## src/rtl/ntt_writeback.sv

```systemverilog
// ntt_writeback
// -----------------------------------------------------------------------------
// Write-back stage that sits directly after the compact butterfly unit of the
// mixed-radix 512-point NTT. Each accepted issue carries its two bank read
// addresses down a delay line. The delay line matches the butterfly latency
// for the issue's radix mode. When the results arrive, the stage registers
// one in-place write per bank. It also counts writes per stage, pulses
// stage_done on the last write of a stage, and holds off mode-switching
// issues until the pipe is empty.
//
// Handshake: an issue transfers on a rising clk edge where in_valid and
// in_ready are both high. in_ready is combinational from inflight, mode and
// in_sel. The issuer may change in_sel while waiting, and in_ready tracks it
// in the same cycle.
//
// Ports
//   clk, rst                  clock, asynchronous active-high reset
//   in_valid / in_ready       issue handshake
//   in_sel                    0 = two radix-2 butterflies, 1 = radix-4
//   in_addr0 / in_addr1       bank word addresses read for this issue
//   bf_0_upper .. bf_1_lower  butterfly result coefficients
//   we                        write strobe for both banks
//   waddr0 / waddr1           write addresses
//   wdata0 / wdata1           {bf_x_upper, bf_x_lower}
//   stage_done                one-cycle pulse with the PAIRS-th write of a stage
//   busy                      at least one issue is in flight
// -----------------------------------------------------------------------------
module ntt_writeback #(
    parameter int DATA_WIDTH = 12,
    parameter int ADDR_WIDTH = 7,
    parameter int LAT0       = 3,
    parameter int LAT1       = 6,
    parameter int PAIRS      = 128
) (
    input  logic                    clk,
    input  logic                    rst,
    input  logic                    in_valid,
    output logic                    in_ready,
    input  logic                    in_sel,
    input  logic [ADDR_WIDTH-1:0]   in_addr0,
    input  logic [ADDR_WIDTH-1:0]   in_addr1,
    input  logic [DATA_WIDTH-1:0]   bf_0_upper,
    input  logic [DATA_WIDTH-1:0]   bf_0_lower,
    input  logic [DATA_WIDTH-1:0]   bf_1_upper,
    input  logic [DATA_WIDTH-1:0]   bf_1_lower,
    output logic                    we,
    output logic [ADDR_WIDTH-1:0]   waddr0,
    output logic [ADDR_WIDTH-1:0]   waddr1,
    output logic [2*DATA_WIDTH-1:0] wdata0,
    output logic [2*DATA_WIDTH-1:0] wdata1,
    output logic                    stage_done,
    output logic                    busy
);

    localparam int CW = $clog2(LAT1 + 1);
    localparam int WW = $clog2(PAIRS);
    localparam logic [WW-1:0] WCNT_LAST = WW'(PAIRS - 1);

    // Delay line: slot 0 holds the issue accepted on the previous edge.
    logic [LAT1-1:0]       pv;
    logic [LAT1-1:0]       ps;
    logic [ADDR_WIDTH-1:0] pa0 [LAT1];
    logic [ADDR_WIDTH-1:0] pa1 [LAT1];

    logic          mode;
    logic [CW-1:0] inflight;
    logic [WW-1:0] wcnt;

    logic                  accept;
    logic                  ret0;
    logic                  ret1;
    logic                  retire;
    logic [ADDR_WIDTH-1:0] ret_addr0;
    logic [ADDR_WIDTH-1:0] ret_addr1;

    // A mode change is only admitted once every older issue has retired, so
    // the two retire taps can never fire in the same cycle.
    assign in_ready = (inflight == '0) | (in_sel == mode);
    assign busy     = (inflight != '0);
    assign accept   = in_valid & in_ready;

    assign ret0   = pv[LAT0-1] & ~ps[LAT0-1];
    assign ret1   = pv[LAT1-1] &  ps[LAT1-1];
    assign retire = ret0 | ret1;

    assign ret_addr0 = ret1 ? pa0[LAT1-1] : pa0[LAT0-1];
    assign ret_addr1 = ret1 ? pa1[LAT1-1] : pa1[LAT0-1];

    // Delay line shift; a radix-2 entry is dropped as it leaves its tap so it
    // cannot retire a second time at the radix-4 tap.
    always_ff @(posedge clk or posedge rst) begin
        if (rst) begin
            pv <= '0;
            ps <= '0;
            for (int i = 0; i < LAT1; i++) begin
                pa0[i] <= '0;
                pa1[i] <= '0;
            end
        end else begin
            pv[0]  <= accept;
            ps[0]  <= in_sel;
            pa0[0] <= in_addr0;
            pa1[0] <= in_addr1;
            for (int i = 1; i < LAT1; i++) begin
                if (i == LAT0) begin
                    pv[i] <= pv[i-1] & ps[i-1];
                end else begin
                    pv[i] <= pv[i-1];
                end
                ps[i]  <= ps[i-1];
                pa0[i] <= pa0[i-1];
                pa1[i] <= pa1[i-1];
            end
        end
    end

    // Mode and in-flight bookkeeping.
    always_ff @(posedge clk or posedge rst) begin
        if (rst) begin
            mode     <= 1'b0;
            inflight <= '0;
        end else begin
            if (accept) begin
                mode <= in_sel;
            end
            case ({accept, retire})
                2'b10:   inflight <= inflight + CW'(1);
                2'b01:   inflight <= inflight - CW'(1);
                default: inflight <= inflight;
            endcase
        end
    end

    // Write port and stage counter, all registered on the retire edge.
    always_ff @(posedge clk or posedge rst) begin
        if (rst) begin
            we         <= 1'b0;
            stage_done <= 1'b0;
            waddr0     <= '0;
            waddr1     <= '0;
            wdata0     <= '0;
            wdata1     <= '0;
            wcnt       <= '0;
        end else begin
            we         <= retire;
            stage_done <= 1'b0;
            if (retire) begin
                waddr0 <= ret_addr0;
                waddr1 <= ret_addr1;
                wdata0 <= {bf_0_upper, bf_0_lower};
                wdata1 <= {bf_1_upper, bf_1_lower};
                if (wcnt == WCNT_LAST) begin
                    wcnt       <= '0;
                    stage_done <= 1'b1;
                end else begin
                    wcnt <= wcnt + WW'(1);
                end
            end
        end
    end

endmodule

```

## config.mk

```make
export PLATFORM = sky130hd
export DESIGN_NAME = ntt_writeback
export DESIGN_NICKNAME = d
export VERILOG_FILES = /design/src/rtl/ntt_writeback.sv
export SDC_FILE = /design/constraint.sdc
export NUM_CORES = 1
export LEC_CHECK = 0
export ABC_AREA = 1
export CORE_ASPECT_RATIO = 1.2
export CORE_MARGIN = 2
export CORE_UTILIZATION = 25
export CTS_CLUSTER_SIZE = 14
export DETAILED_ROUTE_END_ITERATION = 16
export GPL_ROUTABILITY_DRIVEN = 0
export HOLD_SLACK_MARGIN = 0.05
export PLACE_DENSITY_LB_ADDON = 0.15
export SLEW_MARGIN = 20
export SYNTH_ARGS = -nofsm -noshare
export SYNTH_HDL_FRONTEND = slang
export SYNTH_SLANG_ARGS = --single-unit
```

## constraint.sdc

```tcl
create_clock -name clk -period 16.75 [get_ports clk]
set_input_delay 2.5125 -clock clk [delete_from_list [all_inputs] [get_ports clk]]
set_output_delay 2.5125 -clock clk [all_outputs]
set_load 0.01 [all_outputs]
```

* Yosys cells after proc, flatten, opt, wreduce, memory -nomap -nowiden
Index checks and enable logic that the tools add are counted.
Word-level totals: flip-flop bits (word level) 171, input port bits 66, output and inout port bits 66, word-level logic and storage cells 46
Operators by class: $add $sub $neg 3, equality and inequality tests 4, multiplexer cells 6, bitwise gates (word level) 7, reduce and logical (&&, ||, !) cells 3
Operator list (number):
- $mux 7 | 3
- $add 7x1->7 const B | 1
- $eq 7x7->1 const B | 1
- $pmux 3 s2 | 1
- $and 1x1->1 | 4
- $add 3x1->3 const B | 1
- $logic_not 3->1 | 1
- $reduce_bool 3->1 | 1
- $sub 3x1->3 const B | 1
- $eq 2x1->1 const B | 1
- $eq 2x2->1 const B | 1
- $mux 1 | 2
- $or 1x1->1 | 2
- $reduce_bool 2->1 | 1
- $eq 1x1->1 | 1
- $not 1->1 | 1

* Logic depth before layout (Yosys ltp)
depth after elaboration 5, gate-level depth with buffers 10

* Worst setup path after synthesis
Ideal clock, no wire load.
path kind input -> output, start point input port in_sel, end point output port in_ready, data arrival time 2.746 ns, data required time 14.237 ns, slack 11.492 ns, cell stages on the path 2, path through xor2_1 -> nand2_1
Between the ends: cells in the longest elaborated chain, start to end 2
Ends and longest elaborated chain:
- start, declared | RTL line 39 | input logic in_sel,
- $eq 1x1->1 | RTL line 78 | assign in_ready = (inflight == '0) | (in_sel == mode);
- $or 1x1->1 | RTL line 78
- end, declared | RTL line 38 | output logic in_ready,
No other way between the ends.

* Worst setup path after layout
Same ends and word-level chain as after synthesis.

==> impl_metrics.py <==
metrics = {
    "detailed_routing": {
        "drtPass1Iterations": 4,
        "drt_iter0_drc": 144,
        "vias": 3421,
        "wl_um": 11300,
        "drc": 0,
        "wl_per_cell_um": 12.9,
        "via_per_inst": 3.92,
        "postRouteAntennaNets": 0,
    },
    "synth": {
        "synth-xor-area-share_pct": 0.795,
        "ys_ff_latch": 171,
        "synth_top_area_share_pct": 77.7,
        "syn_inst": 450,
        "synth_common_cells": "nand2_1, dfrtp_1, nor2_1",
        "synth-seq-area-share_pct": 77.7,
        "syn_nets": 519,
        "synth_top_family_by_area": "simple AND/OR/NAND/NOR gates",
        "synth-main-ff-cell": "dfrtp_1",
        "ys_top_cells_by_area": "dfrtp_1, nand2_1, a31oi_1, nor2_1, buf_4",
        "synthArstFlopShare_pct": 100,
        "syn_area_um2": 5510,
        "synthMuxAreaShare_pct": 0,
        "synth_fa_ha_area_share_pct": 0.818,
        "yosys.area_share.simple_pct": 15.5,
        "synth_edf_count": 0,
        "synth_warnings": 0,
        "synth_compound_area_share_pct": 2.18,
        "yosysTopAreaCell": "dfrtp_1",
        "avgSynthCellArea_um2": 12.2,
        "netlist-cell-type-count": 22,
        "synth.most_common_cell": "nand2_1",
    },
    "sta": {
        "rsz0062_at_grt": "no",
        "fin_setup_tns_ns": 0,
        "fin_crit_ns": 6.26,
        "max_slew_margin_pct": 34.4,
        "finalHoldViolCount": 0,
        "min_period_over_period_pct": 37.4,
        "fin_worst_skew_ns": 0.0127,
        "worst_pin_slew_ns": 0.984,
        "report.final.slew_viol_count": 0,
        "fmax_mhz": 160,
        "setup_viol": 0,
    },
    "outcome": {
        "status": "finished, final reports clean",
    },
    "floorplanning": {
        "die_area_um2": 23200,
        "rows": 59,
        "die_y_um": 167,
        "start_util_pct": 25.5,
        "io_pins": 132,
        "core-area_um2": 21600,
        "dieWidth_um": 139,
    },
    "placement": {
        "portBuffers": 131,
        "dp_hpwl_um": 6930,
    },
    "clock_network": {
        "postCtsHoldBufs": 0,
        "clk_pin_slew_worst_paths_ns": 0.07,
        "cts_buffers": 17,
        "cts_tree": "built",
        "cts_setup_buffers": 0,
        "clk_latency_ns": 0.42,
        "htreeDepth": 4,
        "post_cts_resize_count": 0,
        "root_buffer": "clkbuf_16",
        "clock_path_buffers": 2,
        "clock-sinks": 171,
    },
    "global_routing": {
        "overflow": 0,
        "grt_pass1_vias": 3500,
        "use_met3_pct": 3.28,
        "use_met2_pct": 16.4,
        "antenna_found_initial": 0,
        "grt_most_used_layer": "met2",
        "grt_pass1_wl_um": 18700,
        "grtUsageMet1_pct": 13.0,
        "grtUsageTotal_pct": 10.3,
        "grt_max_degree": 121,
    },
    "power": {
        "finalPower_mw": 1.33,
        "p_leak_nw": 3.57,
        "ir_drop_mv": 0.0630,
        "powerDensity_nw_per_um2": 173,
    },
    "worst_setup_path": {
        "crit_required_ns": 14.24,
        "arrival_ns": 3.75,
        "cp-end-kind": "primary output",
        "worst_setup_path_start_kind": "input port",
        "path_class": "input port to primary output",
        "cp_max_fo": 3,
    },
    "final_layout": {
        "fin_nets": 654,
        "drive_gt1_share_pct": 6.52,
        "antenna_cells": 0,
        "fillers": 2142,
        "syn_to_final_growth_pct": 39.4,
    },
    "min_path": {
        "hold_class": "flop to flop",
    },
    "job": {
        "max_cap_violations": 0,
    },
}
==> critical path, stage by stage <==
cell and delay, ns:
clkdlybuf4s50_1 0.51, xor2_1 0.16, nand2_1 0.09, clkdlybuf4s50_1 0.48
==> kinds of logic after synthesis <==
kind of cell               Yosys count
AOI/OAI and AO/OA                   20
xor gates and xnor gates             5
adders and majority gates            3
buffers and inverters               32
DFF                                171
and+or+nand+nor                    219
==> metrics by stage <==
step	utilization [%]	hold WS [ns]	instances	cell area, um2	worst slack (ns)
floorplan	-	0.331	450	5510	9.61
CTS	35.5	0.349	872	7670	10.48
finish	35.5	0.341	872	7680	10.49
detailed placement	32.7	0.335	840	7070	10.49
global route	35.5	0.349	872	7680	10.45
global placement	32.7	0.331	840	7070	10.47
==> layout by cell type, fill, tap and decap left out <==
cell / instances
inv_6: 6
nand4_1: 2
a21oi_1: 2
fa_1: 1
nand2_4: 1
nand2_2: 2
a31oi_1: 14
clkdlybuf4s50_1: 131
o21ai_0: 3
nand2_1: 189
o21bai_1: 1
clkinv_8: 2
inv_2: 1
nor2_1: 19
clkbuf_1: 1
xnor2_1: 1
nor3_2: 1
nand3_1: 4
clkinv_2: 2
buf_4: 1
nor2_2: 1
ha_1: 2
dfrtp_1: 171
bufinv_16: 2
inv_1: 14
inv_8: 3
clkbuf_16: 17
xor2_1: 4
==> final cells by class <==
| class | count | area, um2 | share of cell area [%] |
|---|---|---|---|
| Inverter | 16 | 67.6 | 0.880 |
| Sequential cell | 171 | 4280 | 55.7 |
| Multi-Input combinational cell | 247 | 1060 | 13.8 |
| Timing Repair Buffer | 132 | 1320 | 17.2 |
| Clock buffer | 18 | 429 | 5.59 |
| Clock inverter | 14 | 178 | 2.31 |
| Tap cell | 274 | 343 | 4.47 |
==> worst paths after layout <==
path	start	endpoint	slack (ns)	depth (start not counted)
max	in_sel	in_ready	10.49	4
min	pa1[16]$_DFF_PP0_	pa1[9]$_DFF_PP0_	0.34	0
max reg2reg	pv[5]$_DFF_PP0_	inflight[2]$_DFFE_PP0P_	14.03	8
min reg2reg	pa1[16]$_DFF_PP0_	pa1[9]$_DFF_PP0_	0.34	0
max in group asynchronous	rst	wdata0[10]$_DFFE_PP0P_	12.94	3
min in group asynchronous	rst	we$_DFF_PP0_	2.62	2
==> report_power, final <==
group | internal (mW) | switching (mW) | total (mW)
sequential | 0.512 | 0.0527 | 0.565
clock | 0.227 | 0.173 | 0.399
combinational | 0.189 | 0.173 | 0.362
total | 0.928 | 0.399 | 1.33
==> routing by layer <==
layer | routed length [um] | up-vias
met5 | 0 | -
met2 | 5510 | 79
li1 | - | 1653
met3 | 505 | 13
met1 | 5020 | 1676
met4 | 216 | 0
==> flip-flops by register name, indices dropped and copies added (netlist names) <==
name / cells
wdata0: 24
stage_done: 1
mode: 1
inflight: 3
pv: 6
wdata1: 24
waddr0: 7
pa1: 42
we: 1
wcnt: 7
pa0: 42
waddr1: 7
ps: 6
Power figures use the tool's default switching activity.
